`src/rtl/ro_heater_modulator.sv`:
```
// ro_heater_modulator: on-off keying sequencer for a bank of ring-oscillator heaters.
// Sends a latched frame MSB first, then a forced-off guard interval, then pulses done.
module ro_heater_modulator #(
    parameter int NUM_BANKS  = 8,
    parameter int FRAME_BITS = 32,
    parameter int PERIOD_W   = 32,
    localparam int IW = (FRAME_BITS > 1) ? $clog2(FRAME_BITS) : 1
) (
    input  logic                  clk,
    input  logic                  rst,
    input  logic                  start,
    input  logic                  abort,
    input  logic [FRAME_BITS-1:0] frame_data,
    input  logic [PERIOD_W-1:0]   bit_period,
    input  logic [PERIOD_W-1:0]   guard_period,
    input  logic [NUM_BANKS-1:0]  bank_mask,
    output logic [NUM_BANKS-1:0]  heater_en,
    output logic                  busy,
    output logic                  done,
    output logic                  cfg_err,
    output logic [IW-1:0]         bit_index
);

    typedef enum logic [1:0] {
        IDLE  = 2'd0,
        SEND  = 2'd1,
        GUARD = 2'd2
    } state_t;

    localparam logic [IW-1:0]       LAST = IW'(FRAME_BITS - 1);
    localparam logic [PERIOD_W-1:0] ONE  = PERIOD_W'(1);

    state_t                state, state_n;
    logic [NUM_BANKS-1:0]  heat_n;
    logic                  busy_n, done_n, err_n;
    logic [IW-1:0]         idx_n;
    logic [PERIOD_W-1:0]   cnt, cnt_n;
    logic [FRAME_BITS-1:0] data_q, data_n, shifted;
    logic [PERIOD_W-1:0]   p_q, p_n, g_q, g_n;
    logic [NUM_BANKS-1:0]  mask_q, mask_n;

    // Next-state and next-output logic; abort overrides every state.
    always_comb begin
        state_n = state;
        heat_n  = heater_en;
        busy_n  = busy;
        done_n  = 1'b0;
        err_n   = 1'b0;
        idx_n   = bit_index;
        cnt_n   = cnt;
        data_n  = data_q;
        p_n     = p_q;
        g_n     = g_q;
        mask_n  = mask_q;
        shifted = data_q << 1;
        if (abort) begin
            state_n = IDLE;
            heat_n  = '0;
            busy_n  = 1'b0;
            idx_n   = '0;
            cnt_n   = '0;
        end else begin
            unique case (state)
                IDLE: begin
                    if (start) begin
                        if (bit_period != '0) begin
                            data_n  = frame_data;
                            p_n     = bit_period;
                            g_n     = guard_period;
                            mask_n  = bank_mask;
                            state_n = SEND;
                            busy_n  = 1'b1;
                            idx_n   = '0;
                            cnt_n   = '0;
                            heat_n  = bank_mask
                                    & {NUM_BANKS{frame_data[FRAME_BITS-1]}};
                        end else begin
                            err_n = 1'b1;
                        end
                    end
                end
                SEND: begin
                    if (cnt == p_q - ONE) begin
                        cnt_n = '0;
                        if (bit_index == LAST) begin
                            heat_n = '0;
                            idx_n  = '0;
                            if (g_q != '0) begin
                                state_n = GUARD;
                            end else begin
                                state_n = IDLE;
                                busy_n  = 1'b0;
                                done_n  = 1'b1;
                            end
                        end else begin
                            idx_n  = bit_index + 1'b1;
                            data_n = shifted;
                            heat_n = mask_q
                                   & {NUM_BANKS{shifted[FRAME_BITS-1]}};
                        end
                    end else begin
                        cnt_n = cnt + ONE;
                    end
                end
                GUARD: begin
                    heat_n = '0;
                    if (cnt == g_q - ONE) begin
                        cnt_n   = '0;
                        state_n = IDLE;
                        busy_n  = 1'b0;
                        done_n  = 1'b1;
                        idx_n   = '0;
                    end else begin
                        cnt_n = cnt + ONE;
                    end
                end
                default: begin
                    state_n = IDLE;
                    heat_n  = '0;
                    busy_n  = 1'b0;
                    idx_n   = '0;
                    cnt_n   = '0;
                end
            endcase
        end
    end

    // State, outputs and latched frame settings; reset forces heaters off at once.
    always_ff @(posedge clk or posedge rst) begin
        if (rst) begin
            state     <= IDLE;
            heater_en <= '0;
            busy      <= 1'b0;
            done      <= 1'b0;
            cfg_err   <= 1'b0;
            bit_index <= '0;
            cnt       <= '0;
            data_q    <= '0;
            p_q       <= '0;
            g_q       <= '0;
            mask_q    <= '0;
        end else begin
            state     <= state_n;
            heater_en <= heat_n;
            busy      <= busy_n;
            done      <= done_n;
            cfg_err   <= err_n;
            bit_index <= idx_n;
            cnt       <= cnt_n;
            data_q    <= data_n;
            p_q       <= p_n;
            g_q       <= g_n;
            mask_q    <= mask_n;
        end
    end

endmodule

```
`config.mk`:
```
export PLATFORM = sky130hd
export DESIGN_NAME = ro_heater_modulator
export DESIGN_NICKNAME = d
export VERILOG_FILES = /design/src/rtl/ro_heater_modulator.sv
export SDC_FILE = /design/constraint.sdc
export NUM_CORES = 1
export LEC_CHECK = 0
export ABC_AREA = 1
export CAP_MARGIN = 20
export CELL_PAD_IN_SITES_DETAIL_PLACEMENT = 0
export CELL_PAD_IN_SITES_GLOBAL_PLACEMENT = 1
export CORE_MARGIN = 2
export CORE_UTILIZATION = 45
export DETAILED_ROUTE_END_ITERATION = 7
export PLACE_DENSITY_LB_ADDON = 0.25
export SLEW_MARGIN = 5
export SYNTH_ARGS = -nofsm -noshare
export SYNTH_HDL_FRONTEND = slang
export SYNTH_SLANG_ARGS = --single-unit
```
`constraint.sdc`:
```
create_clock -name clk -period 10.3 [get_ports clk]
set_clock_uncertainty 0.2 [all_clocks]
set_input_delay 2.06 -clock clk [delete_from_list [all_inputs] [get_ports clk]]
set_output_delay 2.06 -clock clk [all_outputs]
set_load 0.05 [all_outputs]
```
=== Word-level counts from Yosys, hierarchy flattened ===
Index checks and enable logic that the tools add are counted.

* Register bits after elaboration: 153
* Latch bits: 0
* RAM bits: 0
* Memory bits (read-only): 0
* Input bits: 108
* Memories kept: 0

* Add/sub/neg operators: 4
* Multiply operators: 0
* Div/mod/pow operators: 0
* $lt $le $gt $ge: 0
* Equal/unequal tests: 15
* Shift-type cells: 0
* Multiplexer cells: 50
* Bitwise gates (word level): 3
* Reduce and logical (&&, ||, !) cells: 11

{| class="wikitable"
|+ Operators by type and width
! cell !! count
|-
| 32-bit two-way mux || 5
|-
| 31-bit two-way mux || 4
|-
| 32-bit case mux with 3 select lines || 1
|-
| 32-bit equality test || 2
|-
| 32-bit nonzero test || 2
|-
| 32-bit by 1-bit subtractor with 32-bit output, second input constant || 2
|-
| 31-bit case mux with 2 select lines || 1
|-
| 8-bit two-way mux || 5
|-
| 32-bit by 1-bit adder with 32-bit output, second input constant || 1
|-
| 5-bit two-way mux || 6
|-
| 3-bit inequality test, second input constant || 6
|-
| 8-bit AND || 2
|-
| 1-bit two-way mux || 16
|-
| 8-bit case mux with 2 select lines || 1
|-
| 5-bit case mux with 3 select lines || 1
|-
| 2-bit two-way mux || 7
|-
| 6-bit AND reduction || 2
|-
| 2-bit inequality test, second input constant || 4
|-
| 4-bit AND reduction || 2
|-
| 2-bit case mux with 3 select lines || 1
|-
| 5-bit by 1-bit adder with 5-bit output, second input constant || 1
|-
| 5-bit equality test, second input constant || 1
|-
| 5-bit AND reduction || 1
|-
| 1-bit case mux with 3 select lines || 1
|-
| 8 further kinds || 8
|}

=== Logic depth before layout (Yosys ltp) ===
* Word-level depth: 6
* Mapped depth: 19

=== Worst setup path after synthesis ===
No wires, ideal clock.

* Kind: in2reg
* Start point: input bit_period[0]
* End point: register cnt[25]
* Setup time: 0.132 ns
* Arrival time: 3.408 ns
* Data required time: 9.968 ns
* Slack: 6.560 ns
* Stages on the path: 10
* Cell sequence: nor4_1 -> nand4_1 -> or2_1 -> nand2_1 -> nand2_1 -> inv_1 -> nor2_1 -> nand2_4 -> buf_6 -> o22ai_1

* Cells in the longest elaborated chain, start to end: 3

{| class="wikitable"
|+ RTL lines
! what !! RTL line !! source
|-
| from (decl) || 14 || <nowiki>input logic [PERIOD_W-1:0] bit_period,</nowiki>
|-
| 32-bit nonzero test || 66 || <nowiki>if (bit_period != '0) begin</nowiki>
|-
| 3-bit inequality test (no source line) || -- ||
|-
| 2-bit AND reduction (no source line) || -- ||
|-
| to (signal assigned) || 149 || <nowiki>cnt <= cnt_n;</nowiki>
|-
| to (decl) || 37 || <nowiki>logic [PERIOD_W-1:0] cnt, cnt_n;</nowiki>
|}

No other way between the ends.
A chain may end at the register's enable or synchronous reset.

=== Final worst setup path ===
* Start point: input bit_period[0]
* End point: register cnt[3]

Same word-level chain as after synthesis.

==> results.sh <==
export IMPL_outcome="complete, no violations"
export IMPL_cts_root_buffer_cell="clkbuf_16"
export IMPL_pwr_dens_nw_per_um2=246
export IMPL_avgSynthCellArea_um2=7.42
export IMPL_clock_sinks=153
export IMPL_synth_enable_flop_cells=0
export IMPL_largest_net_degree_at_the_start_of_global_routing=95
export IMPL_netlist_top_cells_count="nand2_1, nor2_1, dfrtp_1"
export IMPL_place_detailed_hpwl_um=22600
export IMPL_die_span_in_y_um=157
export IMPL_vias=9499
export IMPL_synthMostInstantiatedCell="nand2_1"
export IMPL_fraction_of_layout_cells_with_a_size_suffix_above_1=0.130
export IMPL_reg_to_reg_critical_path_startpoint="state[1]"
export IMPL_wl_met1_um=13600
export IMPL_antenna_cells=0
export IMPL_cp_data_arrival_time_ps=5530
export IMPL_worst_path_buf_inv=2
export IMPL_global_route_overflow_total=0
export IMPL_synth_xor_area_frac=0.0704
export IMPL_cts_max_path_buffers=2
export IMPL_critical_path_top_delay_family="simple AND/OR/NAND/NOR gates"
export IMPL_synth_warning_count=0
export IMPL_timing_max_slew_rel_slack=0.283
export IMPL_initial_cell_density_of_the_core=0.455
export IMPL_highest_layer="met4"
export IMPL_met3_wirelength_um=1580
export IMPL_die_x_um=157
export IMPL_critPathKind="input port to flip-flop"
export IMPL_maximum_cell_stage_delay_along_the_critical_path_ps=650
export IMPL_crit_path_cell_trace="clkdlybuf4s50_1 -> nor4_1 -> nand4_1 -> or2_1 -> nand2_1 -> nand2_1 -> inv_1 -> nor2_1 -> nand2_4 -> o22ai_1"
export IMPL_cts_htree_levels=4
export IMPL_vias_in_the_first_global_route=9038
export IMPL_seq_area_frac_synth=0.362
export IMPL_routed_wl_met2_um=13500
export IMPL_gate_count_after_technology_mapping=1425
export IMPL_drv_slew=0
export IMPL_core_region_area_um2=23300
export IMPL_layout_area_overhead_vs_synth_pct=19.3
export IMPL_synth_top_cell_by_area="dfrtp_1"
export IMPL_drc_errors=0
export IMPL_layout_worst_path_cycle_share=0.530
export IMPL_cp_end_kind="flip-flop"
export IMPL_most_prevalent_standard_cell_on_the_critical_path="nand2_1"
export IMPL_final_setup_tns_ps=0
export IMPL_synth_top_family_by_area="simple AND/OR/NAND/NOR gates"
export IMPL_via_per_inst=5.12
export IMPL_area_enclosed_by_the_die_boundary_um2=24700
export IMPL_synth_compound_area_frac=0.0932
export IMPL_initial_antenna_violation_count=0
export IMPL_post_cts_setup_buffer_count=0
export IMPL_postCtsHoldBufs=0
export IMPL_vdd_ir_drop_worst_mv=0.125
export IMPL_timing_critical_path_from_type="input port"
export IMPL_simple_logic_cell_fraction_of_the_synthesized_area=0.318
export IMPL_fin_total_pwr_mw=3.11
export IMPL_final_setup_worst_slack_ps=4850
export IMPL_postRouteWirelength_um=29200
export IMPL_maxCapViolCount=0
export IMPL_floorplan_io_pins=124
export IMPL_final_antenna_net_count=0
export IMPL_tritoncts="built"
export IMPL_seqCellArea_um2=3830
export IMPL_dpl_cell_count=1822
export IMPL_first_iter_violations=545
export IMPL_post_synth_main_area_contributors="dfrtp_1, nand2_1, nor2_1"
export IMPL_synthesis_area_um2=10600
export IMPL_multiInputGateArea_um2=5920
export IMPL_gp_routability_congestion=0.915
export IMPL_period_needed_ps=5450
export IMPL_portBuffers=123
export IMPL_fillers=2283
export IMPL_worst_path_max_delay_cell="inv_1"
export IMPL_core_rowCount=56
export IMPL_final_instance_count_excl_fill=1854
export IMPL_synth_ff_type="dfrtp_1"
export IMPL_ys_seq_elements=153
export IMPL_cts_inserted_buffers=17
export IMPL_cts_resized=0
export IMPL_grt_setup_unrepaired="no"
export IMPL_synth_fa_ha_area_frac=0.00947
export IMPL_required_ps=10380
export IMPL_global_route_wire_length_before_repair_um=47500
export IMPL_hold_path_startpoint="busy"
export IMPL_timing_final_hold_violations=0
export IMPL_setup_worst_path_start="bit_period[0]"
export IMPL_nets=1638
export IMPL_grtUsageTotal=0.245
export IMPL_critPathMaxFanout=28
export IMPL_hold_class="flip-flop to flip-flop"
export IMPL_yosysUniqueCellTypes=44
export IMPL_clkLatencyLatePin_ps=440
export IMPL_routedWlPerCell_um=15.8
export IMPL_worst_setup_slack_after_placement_ps=4440
export IMPL_firstDrtPassIters=8
export IMPL_fmax_ghz=0.183
export IMPL_syn_nets=1541
export IMPL_synthDominantCellAreaShare=0.362
export IMPL_worst_setup_hold_path_clk_slew_ps=70
export IMPL_async_reset_ff_frac=1.00
export IMPL_slew_of_the_pin_with_the_lowest_slew_margin_ps=1080
export IMPL_multiplexer_fraction_of_the_synthesized_cell_area=0.0678
export IMPL_total_leakage_power_nw=5.56
export IMPL_setup_violations=0
[worst min-delay path: cells and delay by family (launching register included)]
kind | cells | cell delay (ps)
flip-flops | 1 | 350
AND/OR/NAND/NOR | 2 | 100
[area by class of cell]
class / count / area share
Timing Repair Buffer: 127 / 0.100
Clock inverter: 15 / 0.0159
Tap cell: 319 / 0.0316
Sequential cell: 153 / 0.304
Inverter: 152 / 0.0456
Clock buffer: 17 / 0.0337
Multi-Input combinational cell: 1071 / 0.470
[cells by family after synthesis]
logic type               after synthesis
AO/OA/AOI/OAI                        160
XOR/XNOR                              85
adder cells (fa/ha/maj)                8
buffers and inverters                201
flip-flops                           153
multiplexers                          67
AND/OR/NAND/NOR                      751
[metal layers]
| metal | GRT usage | up-vias |
|---|---|---|
| li1 | - | 4788 |
| met5 | 0 | - |
| met2 | 0.399 | 213 |
| met3 | 0.0509 | 42 |
| met1 | 0.331 | 4456 |
| met4 | 0.0675 | 0 |
[where the power goes]
| part | total, mW | internal, mW | leakage, nW | switching, mW |
|---|---|---|---|---|
| clock | 0.654 | 0.332 | 0.298 | 0.322 |
| sequential | 1.04 | 0.815 | 1.95 | 0.225 |
| combinational | 1.41 | 0.556 | 3.32 | 0.857 |
| total | 3.11 | 1.70 | 5.56 | 1.40 |
[per-stage QoR]
stage               hold WS, ps   util  cell area [um2]
CTS                         287  0.542            12600
floorplan                   255      -            10600
finish                      281  0.542            12600
global route                310  0.542            12600
global placement            260  0.515            12000
detailed placement          265  0.515            12000
[registers in the layout, indices dropped and copies added, names as in the netlist]
name / count
cnt: 32
g_q: 32
p_q: 32
data_q: 31
heater_en: 8
mask_q: 8
bit_index: 5
state: 2
busy: 1
cfg_err: 1
done: 1
[placed cells by master, fill, tap and decap left out, types with 16 or more instances in the layout]
cell type	Yosys	routed
inv_2	16	16
clkbuf_16	0	17
o21ai_2	31	31
nand3_1	60	60
xor2_1	52	52
o22ai_1	16	16
clkdlybuf4s50_1	0	123
o21ai_0	63	63
o21ai_1	27	27
nand4_1	17	17
mux2_2	37	37
nor2_1	176	175
nand2_2	40	40
mux2i_1	30	30
xnor2_1	33	33
inv_1	131	130
dfrtp_1	153	153
nand2_1	377	377
[worst paths after layout]
kind	end	slack (ps)	depth (start not counted)
worst max-delay path	cnt[3]	4850	10
worst min-delay path	busy	280	2
worst max register to register	cnt[23]	7040	9
worst min register to register	busy	280	2
max in group asynchronous	cnt[7]	6560	3
min in group asynchronous	data_q[23]	1980	2
Note: power is estimated with default switching activity, not from simulation.
